### config.mk
export PLATFORM = sky130hd
export DESIGN_NAME = cram_writer
export DESIGN_NICKNAME = d
export VERILOG_FILES = /design/src/rtl/cram_writer.sv
export SDC_FILE = /design/constraint.sdc
export NUM_CORES = 1
export LEC_CHECK = 0
export ABC_AREA = 1
export ABC_CLOCK_PERIOD_IN_PS = 3700
export CAP_MARGIN = 10
export CORE_ASPECT_RATIO = 2
export CORE_MARGIN = 5
export CORE_UTILIZATION = 45
export DETAILED_ROUTE_END_ITERATION = 12
export PLACE_DENSITY = 0.75
export RECOVER_POWER = 50
export SYNTH_ARGS = -nofsm -noshare
export SYNTH_HDL_FRONTEND = slang
export SYNTH_SLANG_ARGS = --single-unit
### constraint.sdc
create_clock -name clk -period 3.7 [get_ports clk]
set_input_delay 0.555 -clock clk [delete_from_list [all_inputs] [get_ports clk]]
set_output_delay 0.555 -clock clk [all_outputs]
set_load 0.02 [all_outputs]
### src/rtl/cram_writer.sv
// Purpose: serialises one character-slot update into six CRAM byte writes using the CPU store protocol.
// Latency: accept at cycle 0, byte k SETUP at 2+2k and STROBE at 3+2k, req_done at cycle 14 with no stalls.
// Backpressure: req_ready is high only in IDLE; waits for bus_gnt and, when SYNC_TO_BLANK=1, for vertical blanking.
//
// Ports:
//   clk, rst_n              clock and asynchronous active-low reset
//   v_cnt                   current VGA line, used for blanking detection
//   req_valid/req_ready     update handshake; req_id/active/x/y/sprite captured on acceptance
//   req_done                one-cycle pulse after the sixth byte is strobed
//   bus_req/bus_gnt         CRAM bus arbitration with the CPU
//   cram_abus/dbus/write_n  address, data and active-low write strobe
//   cram_cs                 one-hot slot chip select
module cram_writer #(
  parameter logic [15:0] BASE_ADDR     = 16'h3001,
  parameter int unsigned ENTRY_STRIDE  = 6,
  parameter int unsigned VBP           = 31,
  parameter int unsigned V_ACTIVE      = 480,
  parameter bit          SYNC_TO_BLANK = 1'b1
) (
  input  logic        clk,
  input  logic        rst_n,
  input  logic [9:0]  v_cnt,
  input  logic        req_valid,
  output logic        req_ready,
  input  logic [1:0]  req_id,
  input  logic [7:0]  req_active,
  input  logic [15:0] req_x,
  input  logic [15:0] req_y,
  input  logic [7:0]  req_sprite,
  output logic        req_done,
  output logic        bus_req,
  input  logic        bus_gnt,
  output logic [15:0] cram_abus,
  output logic [7:0]  cram_dbus,
  output logic        cram_write_n,
  output logic [3:0]  cram_cs
);

  typedef enum logic [1:0] {IDLE, ARB, SETUP, STROBE} state_t;

  localparam int unsigned V_END    = VBP + V_ACTIVE;
  localparam logic [15:0] STRIDE16 = 16'(ENTRY_STRIDE);

  state_t      state, state_nxt;
  logic [2:0]  byte_cnt, byte_cnt_nxt;
  logic [1:0]  id_q;
  logic [7:0]  active_q, sprite_q;
  logic [15:0] x_q, y_q;
  logic        started;
  logic        capture;
  logic        xfer;
  logic        blank, ok, go;
  logic [15:0] slot_base, addr_cur;
  logic [7:0]  data_cur;
  logic [3:0]  cs_dec;
  logic [15:0] abus_q;
  logic [7:0]  dbus_q;

  assign blank = (32'(v_cnt) < VBP) || (32'(v_cnt) >= V_END);
  assign ok    = blank || !SYNC_TO_BLANK;
  // Once the first byte has been set up the entry must finish, so a grant
  // loss after blanking ends still re-arbitrates instead of waiting a frame.
  assign go    = ok || started;

  // 16-bit arithmetic, wraps modulo 2^16.
  assign slot_base = BASE_ADDR + 16'(id_q) * STRIDE16;
  assign addr_cur  = slot_base + {13'b0, byte_cnt};
  assign cs_dec    = 4'b0001 << id_q;

  always_comb begin
    data_cur = sprite_q;
    case (byte_cnt)
      3'd0:    data_cur = active_q;
      3'd1:    data_cur = x_q[7:0];
      3'd2:    data_cur = x_q[15:8];
      3'd3:    data_cur = y_q[7:0];
      3'd4:    data_cur = y_q[15:8];
      default: data_cur = sprite_q;
    endcase
  end

  always_comb begin
    state_nxt    = state;
    byte_cnt_nxt = byte_cnt;
    capture      = 1'b0;
    req_ready    = 1'b0;
    bus_req      = 1'b0;
    cram_cs      = 4'b0000;
    cram_write_n = 1'b1;
    xfer         = 1'b0;
    case (state)
      IDLE: begin
        req_ready = 1'b1;
        if (req_valid) begin
          capture      = 1'b1;
          byte_cnt_nxt = 3'd0;
          state_nxt    = ARB;
        end
      end
      ARB: begin
        bus_req = go;
        if (go && bus_gnt) state_nxt = SETUP;
      end
      SETUP: begin
        bus_req = 1'b1;
        xfer    = 1'b1;
        cram_cs = cs_dec;
        // Grant lost before the strobe: hold byte_cnt and retry this byte.
        state_nxt = bus_gnt ? STROBE : ARB;
      end
      STROBE: begin
        bus_req      = 1'b1;
        xfer         = 1'b1;
        cram_cs      = cs_dec;
        cram_write_n = 1'b0;
        if (byte_cnt == 3'd5) begin
          state_nxt = IDLE;
        end else begin
          byte_cnt_nxt = byte_cnt + 3'd1;
          state_nxt    = bus_gnt ? SETUP : ARB;
        end
      end
      default: state_nxt = IDLE;
    endcase
  end

  // Address/data hold their last driven value outside a transfer.
  assign cram_abus = xfer ? addr_cur : abus_q;
  assign cram_dbus = xfer ? data_cur : dbus_q;

  always_ff @(posedge clk or negedge rst_n) begin
    if (!rst_n) begin
      state    <= IDLE;
      byte_cnt <= 3'd0;
      id_q     <= 2'd0;
      active_q <= 8'd0;
      x_q      <= 16'd0;
      y_q      <= 16'd0;
      sprite_q <= 8'd0;
      started  <= 1'b0;
      req_done <= 1'b0;
      abus_q   <= 16'd0;
      dbus_q   <= 8'd0;
    end else begin
      state    <= state_nxt;
      byte_cnt <= byte_cnt_nxt;
      req_done <= (state == STROBE) && (byte_cnt == 3'd5);
      if (capture) begin
        id_q     <= req_id;
        active_q <= req_active;
        x_q      <= req_x;
        y_q      <= req_y;
        sprite_q <= req_sprite;
        started  <= 1'b0;
      end else if (state == SETUP) begin
        started <= 1'b1;
      end
      if (xfer) begin
        abus_q <= addr_cur;
        dbus_q <= data_cur;
      end
    end
  end

endmodule

## After elaboration in Yosys (flattened, before gate mapping)

Index checks and enable logic that the tools add are counted.

| word-level totals | value |
|---|---|
| bits of input ports | 64 |
| bits in read-only memories | 0 |
| memory bits (writable) | 0 |
| logic and storage cells | 61 |
| output and inout port bits | 32 |
| bits in latches | 0 |
| memories kept | 0 |
| flip-flop bits (word level) | 81 |

| cells by class | value |
|---|---|
| shifts and indexed selects | 1 |
| magnitude comparators | 2 |
| eq/ne operators | 11 |
| reductions and logical operators | 11 |
| multiplexer cells | 21 |
| $mul | 1 |
| bitwise gates (word level) | 0 |
| div/mod/pow operators | 0 |
| $add $sub $neg | 3 |

Operators by type and width:

| operator | number |
|---|---|
| $pmux W8 S5 | 1 |
| $add A15 B3 Y16 | 1 |
| $mux W16 | 1 |
| $add A14 B5 Y15 const A | 1 |
| $ge A10 B9 Y1 const B | 1 |
| $lt A10 B5 Y1 const B | 1 |
| $mux W2 | 5 |
| $mux W8 | 1 |
| $pmux W2 S4 | 1 |
| $mux W1 | 7 |
| $eq A3 B2 Y1 const B | 2 |
| $eq A3 B3 Y1 const B | 2 |
| $mux W3 | 2 |
| $ne A2 B2 Y1 const B | 3 |
| $pmux W3 S2 | 1 |
| $eq A2 B2 Y1 const B | 2 |
| $mul A2 B2 Y4 const B | 1 |
| $mux W4 | 1 |
| $reduce_bool A2 Y1 | 2 |
| $shl A1 B2 Y4 const A | 1 |
| $add A3 B1 Y3 const B | 1 |
| $eq A3 B1 Y1 const B | 1 |
| $logic_not A3 Y1 | 1 |
| $reduce_and A3 Y1 | 1 |
| other kinds (7) | 9 |

## Depth between registers and ports, before layout

| logic depth | value |
|---|---|
| depth in word-level cells | 6 |
| mapped depth | 11 |
| depth with buffers taken out | 10 |

## Worst setup path before layout

Ideal clock, no wire load.

| timing path | value |
|---|---|
| kind | flip-flop to output port |
| from | register id_q[0] |
| to | output port cram_abus[4] |
| path slack | 1.136 ns |
| data required time | 3.145 ns |
| data arrival time | 2.009 ns |
| cell stages (with the launch flop) | 9 |
| path buffers | 0 |
| path through | dfrtp_1 inv_1 ha_1 ha_1 inv_1 or2_2 nand2_1 nand3_1 o21ai_0 |

| between the ends | value |
|---|---|
| longest elaborated chain between the ends | 4 |

Ends and longest elaborated chain:

| what | line | RTL |
|---|---|---|
| start: declaration | 46 | `logic [1:0] id_q;` |
| start signal: assignment | 149 | `id_q <= req_id;` |
| $mul A2 B2 Y4 | 66 | `assign slot_base = BASE_ADDR + 16'(id_q) * STRIDE16;` |
| $add A14 B5 Y15 | 66 |  |
| $add A15 B3 Y16 | 67 | `assign addr_cur = slot_base + {13'b0, byte_cnt};` |
| $mux W16 | - |  |
| end: declaration | 33 | `output logic [15:0] cram_abus,` |

No other way between the ends.

## Worst setup path in the final report

Ends and elaborated chain as after synthesis.

==> results.md <==
- Outcome: complete, but fails checks
- Violated checks: capacitance limit, slew limit
- First-pass GRT wire length: 14.6 mm
- Die ar.: 10500 µm²
- Dpl hpwl: 6.94 mm
- Post-CTS Resized: 0
- Root buf cell: clkbuf_16
- Leakage: 0.00228 µW
- Final setup TNS: 0 ns
- MaxCap Viol Count: 2
- Vias in the first global route: 3049
- Rows: 47
- PwrDens: 856 nW/µm²
- Initial Util: 46.0%
- Largest net degree at the start of global routing: 82
- Syn Std Cell Area: 3780 µm²
- Critical Path AT: 2.80 ns
- Average wire per standard cell: 16.1 µm
- Die Wd: 74.9 µm
- Post-layout nets: 538
- Die H: 140 µm
- Fin. Hold Viols: 0
- H-tree depth: 3
- Vias: 2822
- # setup viols final: 0
- Final period util: 90.8%
- Initial antenna violation count: 0
- IO buf count: 95
- Max_slew headroom: -44.9%
- Part of the Yosys area used for sequential elements: 53.6%
- RSZ-0062 raised after global routing: false
- Yosys cell types: 26
- Fill count: 709
- Peak fanout along the critical path: 5
- Placed instance area: 4750 µm²
- Total clock sinks: 81
- Yosys reg bits: 81
- Gpl congestion: 0.829
- CTS max path bufs: 2
- Residual DRC: 0
- Fin. max-slew vios: 137
- Antenna Nets Post-Route: 0
- Synthesized instance count: 367
- Fraction of layout cells with a size suffix above 1: 15.3%
- Launching element type of the critical path: flop
- Setup bufs post-CTS: 0
- ANT cells: 0
- Drt first pass iters: 4
- Final min period: 3.36 ns
- YS warnings: 0
- Hold-fix buffers, CTS: 0
- DR vias/cell: 5.03
- Hold crit path type: flop to flop
- GRT overflow: 0
- Clock-pin transition on the worst setup and hold timing paths: 0.06 ns
- Cell area after layout: 4990 µm²
- Initial DRC Count: 142
- CP required: 3.14 ns
- Drt total wl: 9.02 mm
- Worst-Skew Late Latency: 0.33 ns
- Largest vdd supply drop: 0.452 mV
- I/O pins: 96
- Total power: 4270 µW
- Skew final: 0.00349 ns
- Mean post-synth cell area: 10.3 µm²
- Path type of the worst setup path: flop to primary output
- Worst slew pin tran: 2.17 ns
- Total CTS buffers: 9
- TritonCTS clock tree: yes
- Mapped Nets: 444
- P&R area growth vs syn: 31.8%
- Max frequency: 0.298 GHz
- CP Capture Type: primary output
- Core footprint: 8230 µm²
- GRT Util Overall: 18.8%
==> power breakdown <==
part	switching [µW]	total (µW)	internal (µW)	leakage [µW]
clock	320	759	439	0.000127
sequential	240	1520	1280	0.000981
combinational	1080	1990	908	0.00118
==> cells by family (layout without fill, tap and decap cells) <==
logic type	after synthesis	after routing	share of synthesized area, %
compound gates	34	34	4.73
fa+ha+maj	13	13	4.50
buf+inv	48	144	6.51
flops	81	81	53.6
mux	48	48	14.3
simple gates	143	143	16.4
==> layout make-up <==
class	count	area [µm²]	area share [%]
Tap cell	98	123	2.46
Clock inverter	4	23.8	0.477
Inverter	35	131	2.63
Timing Repair Buffer	96	953	19.1
Sequential cell	81	2030	40.6
Multi-Input combinational cell	238	1500	30.2
Clock buffer	9	225	4.52
==> synthesized netlist by cell type <==
library cell / instances / area (µm²)
buf_2: 2 / 10.0
buf_6: 8 / 90.1
nand2_4: 2 / 22.5
clkbuf_1: 2 / 7.51
ha_1: 12 / 150
nand2_1: 83 / 312
dfrtp_1: 81 / 2030
inv_1: 35 / 131
mux2_2: 44 / 495
nor2_2: 3 / 18.8
nor2_4: 3 / 33.8
nand3_1: 16 / 80.1
a21oi_1: 6 / 30.0
mux2_1: 4 / 45.0
buf_4: 1 / 7.51
o21ai_0: 17 / 85.1
nor3_1: 1 / 5.00
nand4_1: 2 / 12.5
o21ai_1: 8 / 40.0
o21ai_2: 1 / 8.76
nand3_2: 1 / 10.0
nor2_1: 29 / 109
o221ai_1: 1 / 8.76
or2_2: 3 / 18.8
fa_1: 1 / 20.0
o22ai_1: 1 / 6.26
==> sequential cells by signal, indices dropped and copies added, names as in the netlist <==
register / cells
abus_q: 16
dbus_q: 8
sprite_q: 8
req_done: 1
y_q: 16
started: 1
byte_cnt: 3
active_q: 8
state: 2
id_q: 2
x_q: 16
==> routing by layer <==
| metal | vias to the layer above | share of wire (%) | routed length [µm] | global-route usage (%) |
|---|---|---|---|---|
| li1 | 1370 | - | - | - |
| met2 | 75 | 56 | 5080 | 33.1 |
| met3 | 24 | 4.3 | 384 | 4.55 |
| met1 | 1353 | 35 | 3140 | 18.7 |
| met5 | - | 0 | 0 | 0 |
| met4 | 0 | 4.7 | 423 | 11.4 |
==> stage by stage <==
step                      std cells  utilization (%)  setup slack (ns)  hold slack, ns
after floorplan                 367                -              1.14           0.259
after global placement          548             57.7             0.724           0.437
after detailed placement        548             57.7             0.665           0.438
after CTS                       561             60.7             0.295           0.426
after global routing            561             60.6            0.0703           0.464
final                           561             60.6             0.340           0.452
==> critical path, stage by stage, from the launching register on <==
cell and delay, ns:
dfrtp_1 0.41, inv_1 0.17, ha_1 0.26, ha_1 0.27, inv_1 0.05, or2_2 0.28
nand2_1 0.06, nand3_1 0.07, o21ai_0 0.23, clkdlybuf4s50_1 0.65
==> placed cells by master (no fill, tap or decap), drive strengths merged, types with 2 or more instances in the layout <==
cell	n
clkbuf	10
clkinv	4
nand3	17
clkdlybuf4s50	93
nand2	85
nor2	35
mux2	48
or2	3
a21oi	6
inv	35
o21ai	26
nand4	2
ha	12
dfrtp	81
==> path summary, 6_finish.rpt <==
path / slack (ns) / endpoint / cells past startpoint / from
setup / recovery: 0.34 / cram_abus[4] / 9 / id_q[0]$_DFFE_PN0P_
hold / removal: 0.45 / abus_q[13]$_DFF_PN0_ / 1 / abus_q[13]$_DFF_PN0_
setup reg to reg: 0.68 / byte_cnt[1]$_DFFE_PN0P_ / 6 / state[1]$_DFFE_PN0P_
hold reg to reg: 0.45 / abus_q[13]$_DFF_PN0_ / 1 / abus_q[13]$_DFF_PN0_
max in group asynchronous: 1.75 / abus_q[15]$_DFF_PN0_ / 1 / rst_n
min in group asynchronous: 0.75 / req_done$_DFF_PN0_ / 1 / rst_n
Note: power is estimated with default switching activity, not from simulation.
